## src/rtl/psram_access_arbiter.sv

```systemverilog
// Round-robin arbiter sharing one PSRAM controller command port between a frame writer and a frame reader.
// Optional grant watchdog compiled in with `define PSRAM_ARB_WATCHDOG_EN.
module psram_access_arbiter #(
  parameter int GAP_CYCLES      = 2,
  parameter int READ_BEATS      = 8,
  parameter int WATCHDOG_CYCLES = 256
) (
  input  logic        clk,
  input  logic        reset,
  input  logic        mem_init_done,
  input  logic        wr_rq,
  output logic        wr_ack,
  input  logic        wr_mem_en,
  input  logic [20:0] wr_addr,
  input  logic [31:0] wr_data,
  input  logic        rd_rq,
  output logic        rd_ack,
  input  logic        rd_mem_en,
  input  logic [20:0] rd_addr,
  output logic [31:0] rd_data,
  output logic        rd_data_valid,
  output logic        mem_cmd,
  output logic        mem_cmd_en,
  output logic [20:0] mem_addr,
  output logic [31:0] mem_wr_data,
  input  logic [31:0] mem_rd_data,
  input  logic        mem_rd_data_valid,
  output logic        arb_timeout,
  output logic [2:0]  dbg_state
);

  // Handshake: a requester holds rq high as a level; ack is high for every cycle it owns
  // the port; commands are one-cycle *_mem_en strobes accepted only from the current owner.
  typedef enum logic [2:0] {
    S_IDLE     = 3'd0,
    S_GRANT_WR = 3'd1,
    S_GRANT_RD = 3'd2,
    S_DRAIN    = 3'd3,
    S_GAP      = 3'd4
  } state_t;

  localparam logic [4:0] BEATS    = 5'(READ_BEATS);
  localparam logic [3:0] GAP_LAST = 4'(GAP_CYCLES - 1);
  localparam logic       OWN_RD   = 1'b0;
  localparam logic       OWN_WR   = 1'b1;

  state_t      state_q, state_d;
  logic [3:0]  gap_q, gap_d;
  logic [4:0]  beat_q, beat_d;
  logic        last_q, last_d;
  logic        cmd_en_q, cmd_en_d;
  logic        cmd_q, cmd_d;
  logic [20:0] addr_q, addr_d;

  logic wr_cmd_ok, rd_cmd_ok, owner_cmd, in_grant;
  logic wr_eff, rd_eff, wd_fire;

  assign in_grant  = (state_q == S_GRANT_WR) || (state_q == S_GRANT_RD);
  assign wr_cmd_ok = (state_q == S_GRANT_WR) && wr_mem_en;
  // A second read while beats are still outstanding is dropped entirely.
  assign rd_cmd_ok = (state_q == S_GRANT_RD) && rd_mem_en && (beat_q == 5'd0);
  assign owner_cmd = wr_cmd_ok || ((state_q == S_GRANT_RD) && rd_mem_en);

`ifdef PSRAM_ARB_WATCHDOG_EN
  logic [15:0] wd_q, wd_d;
  logic        wr_blk_q, wr_blk_d, rd_blk_q, rd_blk_d;
  logic        tmo_q, tmo_d;

  assign wd_fire = in_grant && !owner_cmd && (wd_q == 16'(WATCHDOG_CYCLES - 1));
  // A revoked requester stays blocked until its rq has been seen low once.
  assign wr_eff  = wr_rq && !wr_blk_q;
  assign rd_eff  = rd_rq && !rd_blk_q;

  always_comb begin
    wd_d     = (in_grant && !owner_cmd && !wd_fire) ? wd_q + 16'd1 : 16'd0;
    tmo_d    = tmo_q || wd_fire;
    wr_blk_d = ((state_q == S_GRANT_WR) && wd_fire && wr_rq) ? 1'b1 : (wr_rq && wr_blk_q);
    rd_blk_d = ((state_q == S_GRANT_RD) && wd_fire && rd_rq) ? 1'b1 : (rd_rq && rd_blk_q);
  end

  always_ff @(posedge clk) begin
    if (reset) begin
      wd_q     <= 16'd0;
      tmo_q    <= 1'b0;
      wr_blk_q <= 1'b0;
      rd_blk_q <= 1'b0;
    end else begin
      wd_q     <= wd_d;
      tmo_q    <= tmo_d;
      wr_blk_q <= wr_blk_d;
      rd_blk_q <= rd_blk_d;
    end
  end

  assign arb_timeout = tmo_q;
`else
  logic unused_wd;
  assign unused_wd   = ^WATCHDOG_CYCLES;
  assign wd_fire     = 1'b0;
  assign wr_eff      = wr_rq;
  assign rd_eff      = rd_rq;
  assign arb_timeout = 1'b0;
`endif

  // Beat counter and registered command path.
  always_comb begin
    beat_d = beat_q;
    if (rd_cmd_ok)
      beat_d = BEATS;
    else if (mem_rd_data_valid && (beat_q != 5'd0))
      beat_d = beat_q - 5'd1;

    cmd_en_d = wr_cmd_ok || rd_cmd_ok;
    cmd_d    = cmd_q;
    addr_d   = addr_q;
    if (wr_cmd_ok) begin
      cmd_d  = 1'b1;
      addr_d = wr_addr;
    end else if (rd_cmd_ok) begin
      cmd_d  = 1'b0;
      addr_d = rd_addr;
    end
  end

  always_comb begin
    state_d = state_q;
    gap_d   = 4'd0;
    last_d  = last_q;
    case (state_q)
      S_IDLE: begin
        if (mem_init_done) begin
          if (wr_eff && rd_eff) begin
            if (last_q == OWN_RD) begin
              state_d = S_GRANT_WR;
              last_d  = OWN_WR;
            end else begin
              state_d = S_GRANT_RD;
              last_d  = OWN_RD;
            end
          end else if (wr_eff) begin
            state_d = S_GRANT_WR;
            last_d  = OWN_WR;
          end else if (rd_eff) begin
            state_d = S_GRANT_RD;
            last_d  = OWN_RD;
          end
        end
      end
      S_GRANT_WR: begin
        if (!wr_rq || wd_fire)
          state_d = (beat_d != 5'd0) ? S_DRAIN : S_GAP;
      end
      S_GRANT_RD: begin
        // Uses beat_d so a read issued on the release edge still drains.
        if (!rd_rq || wd_fire)
          state_d = (beat_d != 5'd0) ? S_DRAIN : S_GAP;
      end
      S_DRAIN: begin
        if (beat_d == 5'd0)
          state_d = S_GAP;
      end
      S_GAP: begin
        if (gap_q == GAP_LAST)
          state_d = S_IDLE;
        else
          gap_d = gap_q + 4'd1;
      end
      default: state_d = S_IDLE;
    endcase
  end

  always_ff @(posedge clk) begin
    if (reset) begin
      state_q  <= S_IDLE;
      gap_q    <= 4'd0;
      beat_q   <= 5'd0;
      last_q   <= OWN_RD;
      cmd_en_q <= 1'b0;
      cmd_q    <= 1'b0;
      addr_q   <= 21'd0;
    end else begin
      state_q  <= state_d;
      gap_q    <= gap_d;
      beat_q   <= beat_d;
      last_q   <= last_d;
      cmd_en_q <= cmd_en_d;
      cmd_q    <= cmd_d;
      addr_q   <= addr_d;
    end
  end

  assign wr_ack        = (state_q == S_GRANT_WR);
  assign rd_ack        = (state_q == S_GRANT_RD);
  assign mem_cmd_en    = cmd_en_q;
  assign mem_cmd       = cmd_q;
  assign mem_addr      = addr_q;
  assign mem_wr_data   = (state_q == S_GRANT_WR) ? wr_data : 32'd0;
  assign rd_data       = mem_rd_data;
  assign rd_data_valid = mem_rd_data_valid && ((state_q == S_GRANT_RD) || (beat_q != 5'd0));
  assign dbg_state     = state_q;

endmodule
```

## config.mk

```make
export PLATFORM = sky130hd
export DESIGN_NAME = psram_access_arbiter
export DESIGN_NICKNAME = d
export VERILOG_FILES = /design/src/rtl/psram_access_arbiter.sv
export SDC_FILE = /design/constraint.sdc
export NUM_CORES = 1
export LEC_CHECK = 0
export BUFFER_PORTS_ARGS = -buffer_cell sky130_fd_sc_hd__clkbuf_2
export CELL_PAD_IN_SITES_DETAIL_PLACEMENT = 1
export CELL_PAD_IN_SITES_GLOBAL_PLACEMENT = 1
export CORE_MARGIN = 1
export CORE_UTILIZATION = 26
export DETAILED_ROUTE_END_ITERATION = 10
export PLACE_DENSITY_LB_ADDON = 0.15
export SLEW_MARGIN = 10
export SYNTH_ARGS = -nofsm -noshare
export SYNTH_HDL_FRONTEND = slang
export SYNTH_SLANG_ARGS = --single-unit
```

## constraint.sdc

```tcl
create_clock -name clk -period 5.55 [get_ports clk]
set_input_delay 0.8325 -clock clk [delete_from_list [all_inputs] [get_ports clk]]
set_output_delay 0.8325 -clock clk [all_outputs]
set_load 0.02 [all_outputs]
```

==> results.cfg <==
[yosys]
yosysSeqAreaShare_pct = 31.9
ys_warn_count = 0
synth_edf_count = 0
synthDistinctLibCells = 40
netlist_area_um2 = 2260
synth_nets = 391
synth_top_area_share_pct = 31.9
syn-instance-count = 274
synth_top_cells_by_area = dfxtp_1, buf_4, mux2i_1, and3_1, a211oi_1
ys.flop_type = dfxtp_1
synth_top_area_cell = dfxtp_1
ys_seq_elements = 36
async_flop_share_pct = 0
postSynthAreaPerCell_um2 = 8.23

[floorplanning]
die-area_um2 = 9050
initial_core_util_pct = 27.2
fp.dieH_um = 95.2
dieWidth_um = 95.2
core_um2 = 8300
rows = 33
top_level_ports = 208

[setup_path]
path_max_fanout = 7
cp-end-kind = output pin
crit_chain = inv_1 > ha_1 > or4b_1 > nor2_1 > nor2_1 > clkbuf_2
critPathMaxStageDelay_ns = 0.51
worstSetupPathType = flip-flop to output pin
slowest_stage = or4b_1
path_buf_inv = 2
arrival_ns = 1.76
critPathRequiredTime_ns = 4.72
crit_path_frequent_cell = nor2_1
crit_family = simple AND/OR/NAND/NOR gates
crit_path_start_kind = flip-flop

[timing]
hold_viol = 0
period_needed_ns = 2.60
setup_tns_ns = 0
tightest_slew_ns = 0.673
setup_viol = 0
skew_ns = 0.00785
period_share_pct = 46.8
slew-limit-headroom_pct = 55.1
slew_violations = 0
fmaxAchievable_mhz = 385
rsz0062_at_grt = no

[clock_tree]
root_buffer = clkbuf_8
cts_buffers = 5
cts_setup_buffers = 0
cts.repair.resized = 0
clkLatencyLatePin_ns = 0.29
path_clk_slew_ns = 0.08
postCtsHoldBufs = 0
clock_sinks = 36
cts_tree = yes
cts_buffer_depth = 2
htree_num_levels = 2

[placed_design]
dp_hpwl_mm = 5.08
globalplace.congestion = 0.777
dpl_cell_area_um2 = 2790
numPortBuffers = 142

[finish]
multi_input_area_um2 = 1170
ff_latch_area_um2 = 721
drive_gt1_share_pct = 42.6
finalInstanceArea_um2 = 2890
area_growth_pct = 27.9
nets = 492
fillers = 1059
antenna_cells = 0
final_common_cell = clkbuf_2
mostFrequentLayoutCells = clkbuf_2, dfxtp_1, nor2_1

[global_route]
use_met1_pct = 18.3
use_met2_pct = 24.4
grt_pass1_wl_mm = 10.5
antenna_found_initial = 0
busiest_layer = met2
gr-total-overflow = 0
grt_start_max_net_pins = 45
grt_pass1_vias = 2198
gr-usage-met3_pct = 3.75
grt_usage_pct = 14.6

[power_and_ir_drop]
p_seq_share_pct = 28.4
p_int_uw = 721
p_switching_uw = 631
clkPwrFrac_pct = 14.1
vdd_drop_max_mv = 0.136
power_density_nw_per_um2 = 469
switching_share_pct = 46.7
p_comb_share_pct = 57.6
p_leak_uw = 0.00164

[routing]
wl_per_cell_um = 13.7
drtPass1Iterations = 4
drt-initial-drc-count = 37
wirelength_mm = 6.60
via_per_inst = 4.70
drc = 0
vias = 2261
ant_nets = 0

[flow_run]
cap_viol_max_count = 0

[status]
status = completed

[min_path]
hold_class = flip-flop to flip-flop
[sequential cells by signal, summed over array words and instances (netlist names)]
register    cells
mem_addr       21
gap_q           4
mem_cmd_en      1
beat_q          5
dbg_state       3
last_q          1
mem_cmd         1
[per-layer routing]
layer,share of wire [%],up-vias
li1,-,1136
met1,43,1056
met2,51,60
met3,5.1,9
met4,0.76,0
met5,0,-
[path summary, 6_finish.rpt]
check	end	slack [ns]	startpoint	cells past startpoint
min	mem_cmd	0.47	mem_cmd	2
max reg2reg	dbg_state[1]	3.52	beat_q[1]	7
min reg2reg	mem_cmd	0.47	mem_cmd	2
max	rd_data_valid	2.95	beat_q[1]	6
[worst reg2reg max path, delay by kind of cell (launching register included)]
family / cells / cell delay (ns)
fa+ha+maj: 1 / 0.24
simple gates: 2 / 0.80
flops: 1 / 0.34
buf+inv: 1 / 0.06
mux: 2 / 0.30
compound gates: 1 / 0.16
[cells by family (layout without fill, tap and decap cells)]
| logic type | after synthesis | in the layout | synth area share [%] |
|---|---|---|---|
| AO/OA/AOI/OAI | 41 | 41 | 12.8 |
| XOR/XNOR | 2 | 2 | 0.777 |
| adder cells (fa/ha/maj) | 3 | 3 | 1.66 |
| buffers and inverters | 60 | 162 | 16.2 |
| flip-flops | 36 | 36 | 31.9 |
| multiplexers | 25 | 25 | 11.1 |
| other | 1 | 1 | 0.166 |
| AND/OR/NAND/NOR | 106 | 106 | 25.3 |
[synth_stat cells, drive strengths merged, types with 2 or more instances]
library cell / number
inv: 8
buf: 36
nand2b: 2
and3: 33
dfxtp: 36
o21ai: 4
ha: 3
o211ai: 3
clkbuf: 16
and2: 2
a211oi: 22
nor3: 7
nand3: 2
mux2i: 24
nand2: 14
nand4: 2
nor2: 35
a21oi: 6
nor4b: 3
[power by group through the flow]
stage / Sequential [uW] / Combinational (uW) / Clock (uW)
2_1_floorplan: 452 / 521 / 0
3_3_place_gp: 390 / 781 / 0
3_5_place_dp: 391 / 788 / 0
4_1_cts: 386 / 791 / 202
5_1_grt: 398 / 860 / 213
6_report: 384 / 779 / 190
[per-stage QoR]
| step | setup WS [ns] | cells | utilization (%) | hold slack, ns | total power (uW) |
|---|---|---|---|---|---|
| 3_3_place_gp | 3.30 | 473 | 33.6 | 0.449 | 1170 |
| 6_report | 2.95 | 481 | 34.8 | 0.465 | 1350 |
| 3_5_place_dp | 3.26 | 473 | 33.6 | 0.457 | 1180 |
| 4_1_cts | 2.94 | 481 | 34.8 | 0.470 | 1380 |
| 2_1_floorplan | 3.27 | 274 | - | 0.433 | 973 |
| 5_1_grt | 2.83 | 481 | 34.8 | 0.493 | 1470 |
[layout make-up]
| cell class | count | area share (%) |
|---|---|---|
| tap | 105 | 4.55 |
| timing repair buffer | 146 | 25.7 |
| clock inverter | 3 | 0.824 |
| sequential | 36 | 25.0 |
| multi-input combinational | 178 | 40.5 |
| clock buffer | 5 | 2.39 |
| inverter | 8 | 1.04 |
Power figures use the tool's default switching activity.
